File: src/rtl/core_op_driver_if.sv
// Bundle of the command, image-memory, core and result signals of core_op_driver.
// master: the driver side; slave: the environment (controller, memory and core).
interface core_op_driver_if;
    logic        i_cmd_valid;
    logic [3:0]  i_cmd_mode;
    logic        o_cmd_ready;
    logic        o_img_rd;
    logic [10:0] o_img_addr;
    logic [7:0]  i_img_data;
    logic        i_op_ready;
    logic        o_op_valid;
    logic [3:0]  o_op_mode;
    logic        i_in_ready;
    logic        o_in_valid;
    logic [7:0]  o_in_data;
    logic        i_out_valid;
    logic [13:0] i_out_data;
    logic        o_res_valid;
    logic [13:0] o_res_data;
    logic [9:0]  o_res_count;
    logic        o_busy;
    logic        o_done;
    logic [2:0]  o_err;

    modport master (
        input  i_cmd_valid, i_cmd_mode, i_img_data, i_op_ready, i_in_ready,
        input  i_out_valid, i_out_data,
        output o_cmd_ready, o_img_rd, o_img_addr, o_op_valid, o_op_mode, o_in_valid,
        output o_in_data, o_res_valid, o_res_data, o_res_count, o_busy, o_done, o_err
    );

    modport slave (
        output i_cmd_valid, i_cmd_mode, i_img_data, i_op_ready, i_in_ready,
        output i_out_valid, i_out_data,
        input  o_cmd_ready, o_img_rd, o_img_addr, o_op_valid, o_op_mode, o_in_valid,
        input  o_in_data, o_res_valid, o_res_data, o_res_count, o_busy, o_done, o_err
    );
endinterface

File: src/rtl/core_op_driver.sv
// Host-side initiator for the image core: queues op commands, issues them on the
// op handshake, streams the image for LOAD ops and collects results for the rest.
// Optional watchdog enabled by defining CORE_OP_DRIVER_TIMEOUT_EN.
module core_op_driver #(
    parameter int unsigned CMD_DEPTH = 4,
    parameter int unsigned IMG_BYTES = 2048,
    parameter int unsigned TIMEOUT   = 4095
) (
    input logic             i_clk,
    input logic             i_rst_n,
    core_op_driver_if.master bus
);

    localparam int unsigned PtrW = $clog2(CMD_DEPTH);
    localparam int unsigned CntW = $clog2(IMG_BYTES) + 1;
    localparam logic [CntW-1:0] ImgEnd  = CntW'(IMG_BYTES);
    localparam logic [CntW-1:0] ImgLast = CntW'(IMG_BYTES - 1);
    localparam logic [PtrW:0]   FifoMax = (PtrW + 1)'(CMD_DEPTH);

    if (CMD_DEPTH < 2 || (CMD_DEPTH & (CMD_DEPTH - 1)) != 0) begin : g_bad_depth
        $error("CMD_DEPTH must be a power of 2 and at least 2");
    end
    if (IMG_BYTES < 2 || IMG_BYTES > 2048) begin : g_bad_img
        $error("IMG_BYTES must lie in 2..2048");
    end
    if (TIMEOUT < 2 || TIMEOUT > 4095) begin : g_bad_timeout
        $error("TIMEOUT must fit the 12-bit watchdog");
    end

    typedef enum logic [1:0] {StIdle, StIssue, StLoad, StRun} state_e;

    state_e          state_q, state_d;
    logic [3:0]      fifo_mem [CMD_DEPTH];
    logic [PtrW-1:0] wr_ptr_q, rd_ptr_q;
    logic [PtrW:0]   fifo_cnt_q;
    logic            fifo_full, fifo_empty, push, pop;
    logic [3:0]      head;
    logic            illegal, done_set, abort, timeout_hit;
    logic            rdy_seen_q;
    logic [3:0]      mode_q;
    logic            op_valid_q, busy_q, done_q, res_valid_q;
    logic [13:0]     res_data_q;
    logic [9:0]      res_cnt_q;
    logic [2:0]      err_q;
    // Image stream: output register plus a one-entry skid for read data in flight.
    logic [CntW-1:0] rd_addr_q, beat_cnt_q;
    logic            rd_pend_q, out_v_q, skid_v_q;
    logic [7:0]      out_data_q, skid_data_q;
    logic            out_v_d, skid_v_d;
    logic [7:0]      out_data_d, skid_data_d;
    logic            accept, loading, img_rd, last_accept;
    logic [1:0]      slots_used;

    assign fifo_full  = (fifo_cnt_q == FifoMax);
    assign fifo_empty = (fifo_cnt_q == '0);
    assign push       = bus.i_cmd_valid & ~fifo_full;
    assign head       = fifo_mem[rd_ptr_q];

    // Command FIFO storage, written at the tail on an accepted push.
    always_ff @(posedge i_clk) begin
        if (push) fifo_mem[wr_ptr_q] <= bus.i_cmd_mode;
    end

    // Command FIFO pointers and occupancy; simultaneous push and pop both take effect.
    always_ff @(posedge i_clk or negedge i_rst_n) begin
        if (!i_rst_n) begin
            wr_ptr_q   <= '0;
            rd_ptr_q   <= '0;
            fifo_cnt_q <= '0;
        end else begin
            if (push) wr_ptr_q <= wr_ptr_q + 1'b1;
            if (pop)  rd_ptr_q <= rd_ptr_q + 1'b1;
            fifo_cnt_q <= fifo_cnt_q + (PtrW + 1)'(push) - (PtrW + 1)'(pop);
        end
    end

`ifdef CORE_OP_DRIVER_TIMEOUT_EN
    logic [11:0] wdog_q;
    logic        in_op;
    assign in_op       = (state_q == StLoad) || (state_q == StRun);
    assign timeout_hit = in_op && (wdog_q == 12'(TIMEOUT - 1));

    // Watchdog: restarts in ISSUE, counts every LOAD/RUN cycle.
    always_ff @(posedge i_clk or negedge i_rst_n) begin
        if (!i_rst_n) begin
            wdog_q <= '0;
        end else if (state_q == StIssue) begin
            wdog_q <= '0;
        end else if (in_op && wdog_q != 12'hfff) begin
            wdog_q <= wdog_q + 12'd1;
        end
    end
`else
    assign timeout_hit = 1'b0;
`endif

    // A real completion in the same cycle beats the watchdog.
    assign abort = timeout_hit & ~((state_q == StRun) & bus.i_op_ready);

    // Op sequencing: pop/validate in IDLE, one ISSUE cycle, then LOAD and/or RUN.
    always_comb begin
        state_d  = state_q;
        pop      = 1'b0;
        illegal  = 1'b0;
        done_set = 1'b0;
        unique case (state_q)
            StIdle: begin
                if (rdy_seen_q && !fifo_empty) begin
                    pop = 1'b1;
                    if (head > 4'd10) illegal = 1'b1;
                    else              state_d = StIssue;
                end
            end
            StIssue: state_d = (mode_q == 4'd0) ? StLoad : StRun;
            StLoad:  if (last_accept) state_d = StRun;
            StRun: begin
                if (bus.i_op_ready) begin
                    state_d  = StIdle;
                    done_set = 1'b1;
                end
            end
            default: state_d = StIdle;
        endcase
        if (abort) begin
            state_d  = StIdle;
            done_set = 1'b1;
        end
    end

    // FSM state and op-level registers.
    always_ff @(posedge i_clk or negedge i_rst_n) begin
        if (!i_rst_n) begin
            state_q     <= StIdle;
            rdy_seen_q  <= 1'b0;
            mode_q      <= '0;
            op_valid_q  <= 1'b0;
            busy_q      <= 1'b0;
            done_q      <= 1'b0;
            res_valid_q <= 1'b0;
            res_data_q  <= '0;
            res_cnt_q   <= '0;
            err_q       <= '0;
        end else begin
            state_q <= state_d;
            if (bus.i_op_ready || abort) rdy_seen_q <= 1'b1;
            else if (state_q == StIssue) rdy_seen_q <= 1'b0;
            if (pop && !illegal) mode_q <= head;
            op_valid_q  <= (state_d == StIssue);
            busy_q      <= (state_d != StIdle);
            done_q      <= done_set;
            res_valid_q <= (state_q == StRun) && bus.i_out_valid;
            if ((state_q == StRun) && bus.i_out_valid) res_data_q <= bus.i_out_data;
            if (state_d == StIssue) begin
                res_cnt_q <= '0;
            end else if ((state_q == StRun) && bus.i_out_valid && res_cnt_q != 10'h3ff) begin
                res_cnt_q <= res_cnt_q + 10'd1;
            end
            err_q[0] <= err_q[0] | abort;
            err_q[1] <= err_q[1] | (bus.i_out_valid && state_q != StRun);
            err_q[2] <= err_q[2] | illegal;
        end
    end

    assign accept      = out_v_q & bus.i_in_ready;
    assign last_accept = (state_q == StLoad) && accept && (beat_cnt_q == ImgLast);
    // Reads start in the ISSUE cycle so the first beat appears two cycles later.
    assign loading     = (state_q == StLoad) || ((state_q == StIssue) && (mode_q == 4'd0));
    // Slots still held after this cycle; a new read needs one free slot next cycle.
    assign slots_used  = 2'(out_v_q) + 2'(skid_v_q) + 2'(rd_pend_q) - 2'(accept);
    assign img_rd      = loading && (rd_addr_q != ImgEnd) && (slots_used <= 2'd1) && !abort;

    // Output/skid steering: refill the output from skid first, else from arriving data.
    always_comb begin
        out_v_d     = out_v_q;
        out_data_d  = out_data_q;
        skid_v_d    = skid_v_q;
        skid_data_d = skid_data_q;
        if (!out_v_q || accept) begin
            if (skid_v_q) begin
                out_v_d     = 1'b1;
                out_data_d  = skid_data_q;
                skid_v_d    = rd_pend_q;
                skid_data_d = bus.i_img_data;
            end else if (rd_pend_q) begin
                out_v_d    = 1'b1;
                out_data_d = bus.i_img_data;
            end else begin
                out_v_d = 1'b0;
            end
        end else if (rd_pend_q) begin
            skid_v_d    = 1'b1;
            skid_data_d = bus.i_img_data;
        end
    end

    // Image stream registers; everything in flight is discarded outside an op.
    always_ff @(posedge i_clk or negedge i_rst_n) begin
        if (!i_rst_n) begin
            rd_addr_q   <= '0;
            beat_cnt_q  <= '0;
            rd_pend_q   <= 1'b0;
            out_v_q     <= 1'b0;
            out_data_q  <= '0;
            skid_v_q    <= 1'b0;
            skid_data_q <= '0;
        end else if (state_q == StIdle || abort) begin
            rd_addr_q  <= '0;
            beat_cnt_q <= '0;
            rd_pend_q  <= 1'b0;
            out_v_q    <= 1'b0;
            skid_v_q   <= 1'b0;
        end else begin
            rd_addr_q   <= rd_addr_q + CntW'(img_rd);
            beat_cnt_q  <= beat_cnt_q + CntW'(accept);
            rd_pend_q   <= img_rd;
            out_v_q     <= out_v_d;
            out_data_q  <= out_data_d;
            skid_v_q    <= skid_v_d;
            skid_data_q <= skid_data_d;
        end
    end

    assign bus.o_cmd_ready = ~fifo_full;
    assign bus.o_img_rd    = img_rd;
    assign bus.o_img_addr  = 11'(rd_addr_q);
    assign bus.o_op_valid  = op_valid_q;
    assign bus.o_op_mode   = mode_q;
    assign bus.o_in_valid  = out_v_q;
    assign bus.o_in_data   = out_data_q;
    assign bus.o_res_valid = res_valid_q;
    assign bus.o_res_data  = res_data_q;
    assign bus.o_res_count = res_cnt_q;
    assign bus.o_busy      = busy_q;
    assign bus.o_done      = done_q;
    assign bus.o_err       = err_q;

endmodule

File: src/flat_wrapper.sv
// flat-port wrapper written by rule: the top's interface ports become plain ports
module core_op_driver_flat 
#(
    parameter int unsigned CMD_DEPTH = 4,
    parameter int unsigned IMG_BYTES = 2048,
    parameter int unsigned TIMEOUT   = 4095
)
  (i_clk, i_rst_n, bus_i_cmd_valid, bus_i_cmd_mode, bus_i_img_data, bus_i_op_ready, bus_i_in_ready, bus_i_out_valid, bus_i_out_data, bus_o_cmd_ready, bus_o_img_rd, bus_o_img_addr, bus_o_op_valid, bus_o_op_mode, bus_o_in_valid, bus_o_in_data, bus_o_res_valid, bus_o_res_data, bus_o_res_count, bus_o_busy, bus_o_done, bus_o_err);
  core_op_driver_if bus_i ();
  input logic i_clk;
  input logic i_rst_n;
  input wire logic [$bits(bus_i.i_cmd_valid)-1:0] bus_i_cmd_valid;
  input wire logic [$bits(bus_i.i_cmd_mode)-1:0] bus_i_cmd_mode;
  input wire logic [$bits(bus_i.i_img_data)-1:0] bus_i_img_data;
  input wire logic [$bits(bus_i.i_op_ready)-1:0] bus_i_op_ready;
  input wire logic [$bits(bus_i.i_in_ready)-1:0] bus_i_in_ready;
  input wire logic [$bits(bus_i.i_out_valid)-1:0] bus_i_out_valid;
  input wire logic [$bits(bus_i.i_out_data)-1:0] bus_i_out_data;
  output wire logic [$bits(bus_i.o_cmd_ready)-1:0] bus_o_cmd_ready;
  output wire logic [$bits(bus_i.o_img_rd)-1:0] bus_o_img_rd;
  output wire logic [$bits(bus_i.o_img_addr)-1:0] bus_o_img_addr;
  output wire logic [$bits(bus_i.o_op_valid)-1:0] bus_o_op_valid;
  output wire logic [$bits(bus_i.o_op_mode)-1:0] bus_o_op_mode;
  output wire logic [$bits(bus_i.o_in_valid)-1:0] bus_o_in_valid;
  output wire logic [$bits(bus_i.o_in_data)-1:0] bus_o_in_data;
  output wire logic [$bits(bus_i.o_res_valid)-1:0] bus_o_res_valid;
  output wire logic [$bits(bus_i.o_res_data)-1:0] bus_o_res_data;
  output wire logic [$bits(bus_i.o_res_count)-1:0] bus_o_res_count;
  output wire logic [$bits(bus_i.o_busy)-1:0] bus_o_busy;
  output wire logic [$bits(bus_i.o_done)-1:0] bus_o_done;
  output wire logic [$bits(bus_i.o_err)-1:0] bus_o_err;
  assign bus_i.i_cmd_valid = bus_i_cmd_valid;
  assign bus_i.i_cmd_mode = bus_i_cmd_mode;
  assign bus_i.i_img_data = bus_i_img_data;
  assign bus_i.i_op_ready = bus_i_op_ready;
  assign bus_i.i_in_ready = bus_i_in_ready;
  assign bus_i.i_out_valid = bus_i_out_valid;
  assign bus_i.i_out_data = bus_i_out_data;
  assign bus_o_cmd_ready = bus_i.o_cmd_ready;
  assign bus_o_img_rd = bus_i.o_img_rd;
  assign bus_o_img_addr = bus_i.o_img_addr;
  assign bus_o_op_valid = bus_i.o_op_valid;
  assign bus_o_op_mode = bus_i.o_op_mode;
  assign bus_o_in_valid = bus_i.o_in_valid;
  assign bus_o_in_data = bus_i.o_in_data;
  assign bus_o_res_valid = bus_i.o_res_valid;
  assign bus_o_res_data = bus_i.o_res_data;
  assign bus_o_res_count = bus_i.o_res_count;
  assign bus_o_busy = bus_i.o_busy;
  assign bus_o_done = bus_i.o_done;
  assign bus_o_err = bus_i.o_err;
  core_op_driver #(.CMD_DEPTH(CMD_DEPTH), .IMG_BYTES(IMG_BYTES), .TIMEOUT(TIMEOUT)) u_core (.i_clk(i_clk), .i_rst_n(i_rst_n), .bus(bus_i));
endmodule
File: config.mk
export PLATFORM = sky130hd
export DESIGN_NAME = core_op_driver_flat
export DESIGN_NICKNAME = d
export VERILOG_FILES = /design/src/rtl/core_op_driver_if.sv /design/src/rtl/core_op_driver.sv /design/src/flat_wrapper.sv
export SDC_FILE = /design/constraint.sdc
export NUM_CORES = 1
export LEC_CHECK = 0
export ABC_AREA = 1
export CAP_MARGIN = 20
export CORE_MARGIN = 2
export CORE_UTILIZATION = 43
export CTS_BUF_LIST = sky130_fd_sc_hd__clkbuf_4
export CTS_CLUSTER_DIAMETER = 40
export DETAILED_ROUTE_END_ITERATION = 10
export PLACE_DENSITY = 0.72
export SETUP_SLACK_MARGIN = 0.15
export SYNTH_ARGS = -nofsm -noshare
export SYNTH_HDL_FRONTEND = slang
export SYNTH_SLANG_ARGS = --single-unit
File: constraint.sdc
create_clock -name i_clk -period 6.4 [get_ports i_clk]
set_clock_uncertainty 0.1 [all_clocks]
set_input_delay 0.96 -clock i_clk [delete_from_list [all_inputs] [get_ports i_clk]]
set_output_delay 0.96 -clock i_clk [all_outputs]
set_load 0.03 [all_outputs]
==> impl_metrics.tcl, run 1 <==
set metrics [dict create \
    outcome "finished clean" \
    clkSinkCount 103 \
    hold_viol 0 \
    grt_start_max_net_pins 49 \
    cts_max_level 3 \
    switching_power_mw 0.787 \
    die_x_um 111 \
    root_buffer "clkbuf_4" \
    final_nets 666 \
    pwr-share-clk 0.169 \
    dieArea_um2 12200 \
    finalSetupTns_ns 0 \
    yosysSeqAreaShare 0.543 \
    dp_hpwl_um 6990 \
    r2r_slack_ns 3.28 \
    endpoint_kind "output pin" \
    ioPinCount 89 \
    synth_top_cell_by_area "dfrtp_1" \
    worst_pin_slew_ns 0.676 \
    antenna_found_initial 0 \
    track_usage 0.165 \
    yosysMostFrequentCell "nand2_1" \
    min_path_type "in2async" \
    drive_gt1_frac 0.0704 \
    ys_seq_elements 103 \
    power_mw 2.03 \
    powerDensity_nw_per_um2 342 \
    ir_drop_v 0.000317 \
    initial_core_util 0.446 \
    synth_ff_type "dfrtp_1" \
    clkTransAtPathRegs_ns 0.16 \
    area.growth.synth_to_final_pct 21.3 \
    seq_power_share 0.456 \
    fmax_mhz 217 \
    leakage_nw 2.87 \
    slew_viol_final 0 \
    clockBufferDepth 2 \
    async_flop_share 0.845 \
    drt-initial-drc-count 157 \
    finalSetupViolCount 0 \
    synth_enable_flop_cells 16 \
    route.detailed.wl_per_inst_um 12.5 \
    n_antenna_cell 0 \
    post-route-period-util 0.720 \
    synthTopCellsByArea "dfrtp_1, nand2_1, edfxtp_1" \
    cts_tree "yes" \
    rsz0062_at_grt "no" \
    r2r-end "u_core.rd_addr_q[10]" \
    worstSetupStartpointType "input pin" \
    cts_buffers 9 \
    required_ns 5.34 \
    synthTopCellsByCount "nand2_1, dfrtp_1, inv_1" \
    arrival_ns 3.55 \
    p_int_mw 1.24 \
    startpoint "bus_i_in_ready" \
    cts-resized-gates 0 \
    drc_errors 0 \
    synth.top_cell.area_share 0.445 \
    crit-reg2reg-launch "u_core.bus.o_in_valid" \
    critPathKind "in2out" \
    rr_worst_depth 16 \
    fin_crit_ns 4.61 \
    grt_pass1_wl_um 16800 \
    synth_area_um2 4890 \
    gp_congestion 0.772 \
    routed_wl_um 9530 \
    num_vias 3652 \
    rows 38 \
    ys_types 40 \
    grt_pass1_vias 3645 \
    die-height_um 111 \
    portBuffers 87 \
    switching_share 0.388 \
    endpoint "bus_o_img_rd" \
    register_area_um2 2660 \
    ys_warn_count 0 \
    grt.overflow.total 0 \
    post_cts_buffers 0 \
    cap_violations 0 \
    core_area_um2 11000 \
    cts_hold_buf 0 \
    avgSynthCellArea_um2 9.03 \
    multi_input_area_um2 1790 \
    syn_inst 542 \
    fillCellCount 1046 \
    slew-limit-headroom 0.549 \
    ant_nets 0 \
    first_pass_iters 4 \
    viasPerCell 4.77 \
    syn_nets 588 \
    clk_latency_ns 0.44 \
    combPwrFrac 0.374 \
    cp_max_fo 3 \
]
## routing by layer
metal	vias to the layer above	GRT usage	routed length, um
li1	1864	-	-
met1	1702	0.221	4620
met2	76	0.276	4440
met3	10	0.0279	362
met4	0	0.0525	110
met5	-	0	0
## final cells by class
type / count / share of cell area
flip-flops and latches: 103 / 0.448
multi-input cells: 341 / 0.301
repair buffers: 88 / 0.148
inverters: 77 / 0.0495
well taps: 140 / 0.0295
clock buffers: 10 / 0.0127
clock inverters: 6 / 0.0116
## through the flow
step	std cells	utilization	area, um2	hold WS, ns	setup slack [ns]
6_report	765	0.540	5930	0.348	1.79
5_1_grt	765	0.540	5930	0.359	1.54
3_3_place_gp	749	0.527	5790	0.337	1.81
3_5_place_dp	749	0.527	5790	0.349	1.80
2_1_floorplan	542	-	4890	0.354	2.42
4_1_cts	765	0.540	5930	0.358	1.77
## cells by family after synthesis
kind of cell | after synthesis | share of synthesized area
simple gates | 237 | 0.212
buf+inv | 98 | 0.0915
other cells | 1 | 0.000766
xor+xnor | 12 | 0.0215
flops | 103 | 0.543
compound gates | 77 | 0.0936
fa+ha+maj | 14 | 0.0373
## critical path: stages
cell and delay [ns]:
clkdlybuf4s50_1 0.48, nand2_1 0.05, inv_1 0.11, ha_1 0.24, inv_1 0.05, ha_1 0.22
a21oi_1 0.17, xnor2_1 0.10, a211oi_1 0.41, clkdlybuf4s50_1 0.76
## placed cells by master (no fill, tap or decap), types with 2 or more instances in the layout
master / count
nand3_1: 28
edfxtp_1: 16
nor2_4: 2
dfrtp_1: 87
o21a_1: 3
xnor2_1: 4
xor2_1: 8
inv_2: 3
nor2_8: 2
ha_1: 13
buf_4: 2
o21ai_1: 12
a31oi_1: 2
nor3_1: 12
nand2_4: 2
inv_4: 3
a31o_2: 2
a21oi_1: 20
clkbuf_4: 10
nor2_1: 40
nand2_1: 144
o21ai_2: 9
nand4_1: 3
inv_1: 72
clkinvlp_4: 2
a211oi_1: 2
clkdlybuf4s50_1: 86
o21ai_0: 22
## power groups by stage
stage / clock network, mW / logic, mW / registers [mW]
floorplan: 0 / 0.503 / 0.975
global placement: 0 / 0.747 / 0.931
detailed placement: 0 / 0.769 / 0.940
CTS: 0.357 / 0.772 / 0.926
global route: 0.386 / 0.855 / 0.948
finish: 0.343 / 0.760 / 0.926
## state kept, by name, indices dropped and copies added (netlist names)
signal                  cells
u_core.bus.o_res_data      14
u_core.bus.o_op_mode        4
u_core.state_q              2
u_core.rd_addr_q           12
u_core.rd_ptr_q             2
u_core.bus.o_op_valid       1
u_core.rdy_seen_q           1
u_core.bus.o_err            2
u_core.skid_v_q             1
u_core.bus.o_res_count     10
u_core.fifo_mem            16
u_core.bus.o_busy           1
u_core.fifo_cnt_q           3
u_core.skid_data_q          8
u_core.rd_pend_q            1
u_core.wr_ptr_q             2
u_core.bus.o_done           1
u_core.bus.o_in_data        8
u_core.beat_cnt_q          12
u_core.bus.o_res_valid      1
u_core.bus.o_in_valid       1
## worst min-delay path by stage
stage | start | to | slack (ns)
floorplan | u_core.skid_data_q[0] | u_core.skid_data_q[0] | 0.35
finish | i_rst_n | u_core.skid_data_q[2] | 0.35
detailed placement | u_core.bus.o_err[1] | u_core.bus.o_err[1] | 0.35
CTS | i_rst_n | u_core.skid_data_q[2] | 0.36
global placement | u_core.bus.o_err[1] | u_core.bus.o_err[1] | 0.34
global route | i_rst_n | u_core.skid_data_q[2] | 0.36
Power figures use the tool's default switching activity.
==> inputs of run 2 (changes only) <==
PLACE_DENSITY = 0.74   (was 0.72)
clock period = 3.75 ns   (was 6.4 ns; I/O delays follow)
==> run 2 against run 1 <==
- critical path depth stayed put
- global-route usage is 0.81 points higher
- register-to-register slack worse by 2.6 ns
- clock-buffer cell count is 1 higher
- design area is 0.34% higher
- via count is 1.7% higher
- core utilization is 0.18 points higher
- worst setup slack worse by 1.3 ns
- final cell count is 0.13% higher
- critical path type unchanged
- highest routed layer unchanged
==> impl_metrics.tcl, run 2 (synthesis results as in run 1) <==
set metrics [dict create \
    clkTransAtPathRegs_ns 0.15 \
    critPathKind "in2out" \
    post_cts_buffers 0 \
    place_area_um2 5780 \
    cap_violations 0 \
    fin_crit_ns 3.26 \
    grt.overflow.total 0 \
    worstSetupStartpointType "input pin" \
    finalSetupTns_ns 0 \
    drive_gt1_frac 0.0735 \
    final_cell_mix "nand2_1, dfrtp_1, clkdlybuf4s50_1" \
    wl_met2_um 4840 \
    ir_drop_v 0.000425 \
    gp_congestion 0.795 \
    worst_pin_slew_ns 0.673 \
    post-route-util 0.542 \
    drt-initial-drc-count 179 \
    rsz0062_at_grt "no" \
    wl_met1_um 4550 \
    hold_start "u_core.bus.o_err[1]" \
    crit-reg2reg-launch "u_core.bus.o_in_valid" \
    post-route-period-util 0.869 \
    cp_max_fo 3 \
    min_path_type "reg2reg" \
    top_layer_used "met4" \
    final_common_cell "nand2_1" \
    design_area_um2 5950 \
    startpoint "bus_i_in_ready" \
    ant_nets 0 \
    routed_wl_um 9930 \
    die_x_um 111 \
    setup_slack_ns 0.492 \
    dieArea_um2 12200 \
    pre_cts_ws_ns -0.0322 \
    viasPerCell 4.85 \
    clk_latency_ns 0.45 \
    rows 38 \
    initial_core_util 0.446 \
    arrival_ns 2.60 \
    portBuffers 87 \
    root_buffer "clkbuf_4" \
    cts_max_level 3 \
    route.detailed.wl_per_inst_um 13.0 \
    final_nets 667 \
    slew_viol_final 0 \
    first_pass_iters 4 \
    n_antenna_cell 0 \
    area.growth.synth_to_final_pct 21.7 \
    hold_slack_ns 0.377 \
    drc_errors 0 \
    die-height_um 111 \
    endpoint_kind "output pin" \
    grt_pass1_vias 3802 \
    powerDensity_nw_per_um2 583 \
    required_ns 3.09 \
    dp_hpwl_um 7220 \
    clockBufferDepth 2 \
    cts_buffers 9 \
    num_vias 3713 \
    dr_wl_met3_um 398 \
    ioPinCount 89 \
    fmax_mhz 307 \
    clkSinkCount 103 \
    hold_viol 0 \
    grt_start_max_net_pins 88 \
    slew-limit-headroom 0.551 \
    core_area_um2 11000 \
    cts_tree "yes" \
    antenna_found_initial 0 \
    track_usage 0.173 \
    finalSetupViolCount 0 \
    outcome "finished clean" \
    leakage_nw 2.89 \
    grt_pass1_wl_um 17600 \
    largest-register "u_core.fifo_mem" \
    fillCellCount 1008 \
    largest_register_ff_count 16 \
]
==> run 2: changes by cell type in the layout (fill, tap and decap cells not counted) <==
| cell | delta |
|---|---|
| a211oi_2 | +1 |
| clkdlybuf4s50_1 | -1 |
| dlygate4sd3_1 | +1 |
| inv_2 | +1 |
| clkinv_4 | -1 |
| clkinv_2 | +3 |
| buf_16 | +1 |
| inv_4 | -1 |
| clkbuf_4 | +1 |
| a211oi_1 | -1 |
| clkinvlp_4 | -2 |
| inv_6 | -1 |
==> run 2: path summary, 6_finish.rpt <==
check / to / slack, ns / cells past startpoint
setup / recovery: bus_o_img_rd / 0.49 / 10
hold / removal: u_core.bus.o_err[1] / 0.38 / 1
setup reg to reg: u_core.rd_addr_q[11] / 0.70 / 15
hold reg to reg: u_core.bus.o_err[1] / 0.38 / 1
max in group asynchronous: u_core.beat_cnt_q[7] / 2.48 / 3
min in group asynchronous: u_core.bus.o_in_data[1] / 0.42 / 2
==> run 2: layer usage <==
metal  GRT usage  vias to the layer above
met2       0.299                       81
li1            -                     1870
met4      0.0617                        0
met5           0                        -
met1       0.217                     1752
met3      0.0339                       10
==> run 2: cell type report <==
cell class              instances  area, um2  share of cell area
clock buffers                  11       82.6              0.0139
clock inverters                 5       48.8             0.00820
inverters                      77        294              0.0494
multi-input cells             341       1790               0.301
flip-flops and latches        103       2660               0.446
well taps                     140        175              0.0294
repair buffers                 89        903               0.152
==> run 2: through the flow <==
| stage | power, mW | cells |
|---|---|---|
| after global routing | 3.75 | 766 |
| after floorplan | 2.52 | 542 |
| after CTS | 3.50 | 764 |
| after global placement | 2.86 | 748 |
| after detailed placement | 2.93 | 748 |
| final | 3.47 | 766 |
==> run 2: timing repair <==
item / 4_1_cts / 5_1_grt
setup endpoints to repair: 0 / 4
hold endpoints to repair: 0 / 21
gates resized for setup: 0 / 1
hold buffers: 0 / 1
==> run 2: critical path, cell delays in order <==
cell and delay (ns):
clkdlybuf4s50_1 0.49, nand2_1 0.06, inv_1 0.10, ha_1 0.24, inv_1 0.06, ha_1 0.22
a21oi_1 0.23, xnor2_1 0.14, a211oi_2 0.30, buf_4 0.22
==> run 2: power breakdown <==
part / switching, mW / internal [mW] / total (mW)
combinational: 0.808 / 0.513 / 1.32
sequential: 0.186 / 1.40 / 1.58
clock: 0.351 / 0.215 / 0.566
==> inputs of run 3 (changes only) <==
CORE_ASPECT_RATIO = 1.4   (was unset)
==> run 3 against run 2 <==
- combinational power barely moved
- non-clock buffer count unchanged
- wire length is 1.3% higher
- total power down 0.87%
- sequential share of layout area grew 0.066 points
- flip-flop and latch count did not move
- clock-buffer cell count unchanged
- via count grew 0.73%
- final cell count grew 0.39%
- critical path type unchanged
- critical endpoint unchanged
- highest routed layer unchanged
==> impl_metrics.tcl, run 3 (synthesis results as in run 1) <==
set metrics [dict create \
    required_ns 3.09 \
    final_common_cell "nand2_1" \
    outcome "finished clean" \
    drc_errors 0 \
    viasPerCell 4.86 \
    setup_slack_ns 0.454 \
    multi_input_area_um2 1790 \
    register_area_um2 2660 \
    clk_latency_ns 0.44 \
    slew-limit-headroom 0.574 \
    cts_max_level 3 \
    drive_gt1_frac 0.0673 \
    num_vias 3740 \
    final_cell_mix "nand2_1, dfrtp_1, clkdlybuf4s50_1" \
    finalSetupViolCount 0 \
    grt_pass1_wl_um 16700 \
    fin_crit_ns 3.30 \
    clkTransAtPathRegs_ns 0.13 \
    critPathKind "in2out" \
    die_x_um 94.2 \
    initial_core_util 0.436 \
    endpoint_kind "output pin" \
    route.detailed.wl_per_inst_um 13.1 \
    post_cts_buffers 0 \
    dp_hpwl_um 7440 \
    startpoint "bus_i_in_ready" \
    max_stage_delay_ns 0.48 \
    pre_cts_ws_ns 0.0232 \
    clockBufferDepth 2 \
    dieArea_um2 12300 \
    largest_register_ff_count 16 \
    fillCellCount 1007 \
    cts_buffers 9 \
    rsz0062_at_grt "no" \
    power_mw 3.44 \
    rows 46 \
    ioPinCount 89 \
    core_area_um2 11200 \
    final_nets 667 \
    fmax_mhz 303 \
    critical_path.slowest_cell "clkdlybuf4s50_1" \
    antenna_found_initial 1 \
    grt_pass1_vias 3629 \
    powerDensity_nw_per_um2 578 \
    hold_slack_ns 0.377 \
    largest-register "u_core.fifo_mem" \
    post-route-period-util 0.879 \
    finalSetupTns_ns 0 \
    grt_start_max_net_pins 88 \
    cts_tree "yes" \
    cap_violations 0 \
    grt.overflow.total 0 \
    worstSetupStartpointType "input pin" \
    min_path_type "reg2reg" \
    hold_start "u_core.bus.o_err[1]" \
    post-route-util 0.530 \
    portBuffers 87 \
    crit-reg2reg-launch "u_core.bus.o_in_valid" \
    arrival_ns 2.63 \
    ir_drop_v 0.000256 \
    routed_wl_um 10100 \
    root_buffer "clkbuf_4" \
    die-height_um 130 \
    drt-initial-drc-count 153 \
    hold_viol 0 \
    first_pass_iters 5 \
    crit_chain "clkdlybuf4s50_1 > nand2_1 > inv_1 > ha_1 > inv_1 > ha_1 > a21oi_1 > xnor2_1 > a211oi_1 > buf_4" \
    worst_pin_slew_ns 0.639 \
    slew_viol_final 0 \
    area.growth.synth_to_final_pct 21.5 \
    leakage_nw 2.88 \
    track_usage 0.174 \
    ant_nets 0 \
    cp_max_fo 3 \
    clkSinkCount 103 \
    gp_congestion 0.808 \
]
[run 3: final timing paths]
check | end | slack [ns] | depth (start not counted)
worst min register to register | u_core.bus.o_err[1] | 0.38 | 1
worst min-delay path | u_core.bus.o_err[1] | 0.38 | 1
worst max-delay path | bus_o_img_rd | 0.45 | 10
min in group asynchronous | u_core.rd_addr_q[10] | 0.48 | 2
worst max register to register | u_core.rd_addr_q[11] | 0.65 | 15
max in group asynchronous | u_core.bus.o_res_data[6] | 2.44 | 3
[run 3: metal layers]
metal | GRT usage | share of wire | up-vias
li1 | - | - | 1872
met1 | 0.195 | 0.41 | 1761
met2 | 0.317 | 0.53 | 85
met3 | 0.0306 | 0.041 | 22
met4 | 0.0810 | 0.019 | 0
met5 | 0 | 0 | -
[run 3: repair_timing]
item | CTS | global route
hold buffers | 0 | 1
gates resized for setup | 0 | 0
endpoints found under the hold margin | 0 | 31
[run 3: worst max-delay path: cells and delay by family]
family	cells	cell delay [ns]
compound gates	2	0.58
fa+ha+maj	2	0.44
xor+xnor	1	0.10
simple gates	1	0.05
buf+inv	4	0.88
[run 3: final cells by class]
cell class	instances	area share
clock buffer	11	0.0139
multi-input combinational	341	0.301
antenna	1	0.000421
sequential	103	0.447
inverter	77	0.0495
clock inverter	3	0.00631
timing repair buffer	89	0.152
tap	144	0.0303
[run 3: through the flow]
stage	instance area, um2	cells
6_report	5950	769
5_1_grt	5950	769
4_1_cts	5910	766
3_5_place_dp	5790	752
3_3_place_gp	5790	752
2_1_floorplan	4890	542
[run 3: report_power, final]
part | internal [mW] | switching, mW | total, mW | leakage (nW)
Sequential | 1.40 | 0.188 | 1.58 | 1.24
Clock | 0.209 | 0.338 | 0.547 | 0.0706
Combinational | 0.508 | 0.799 | 1.31 | 1.57
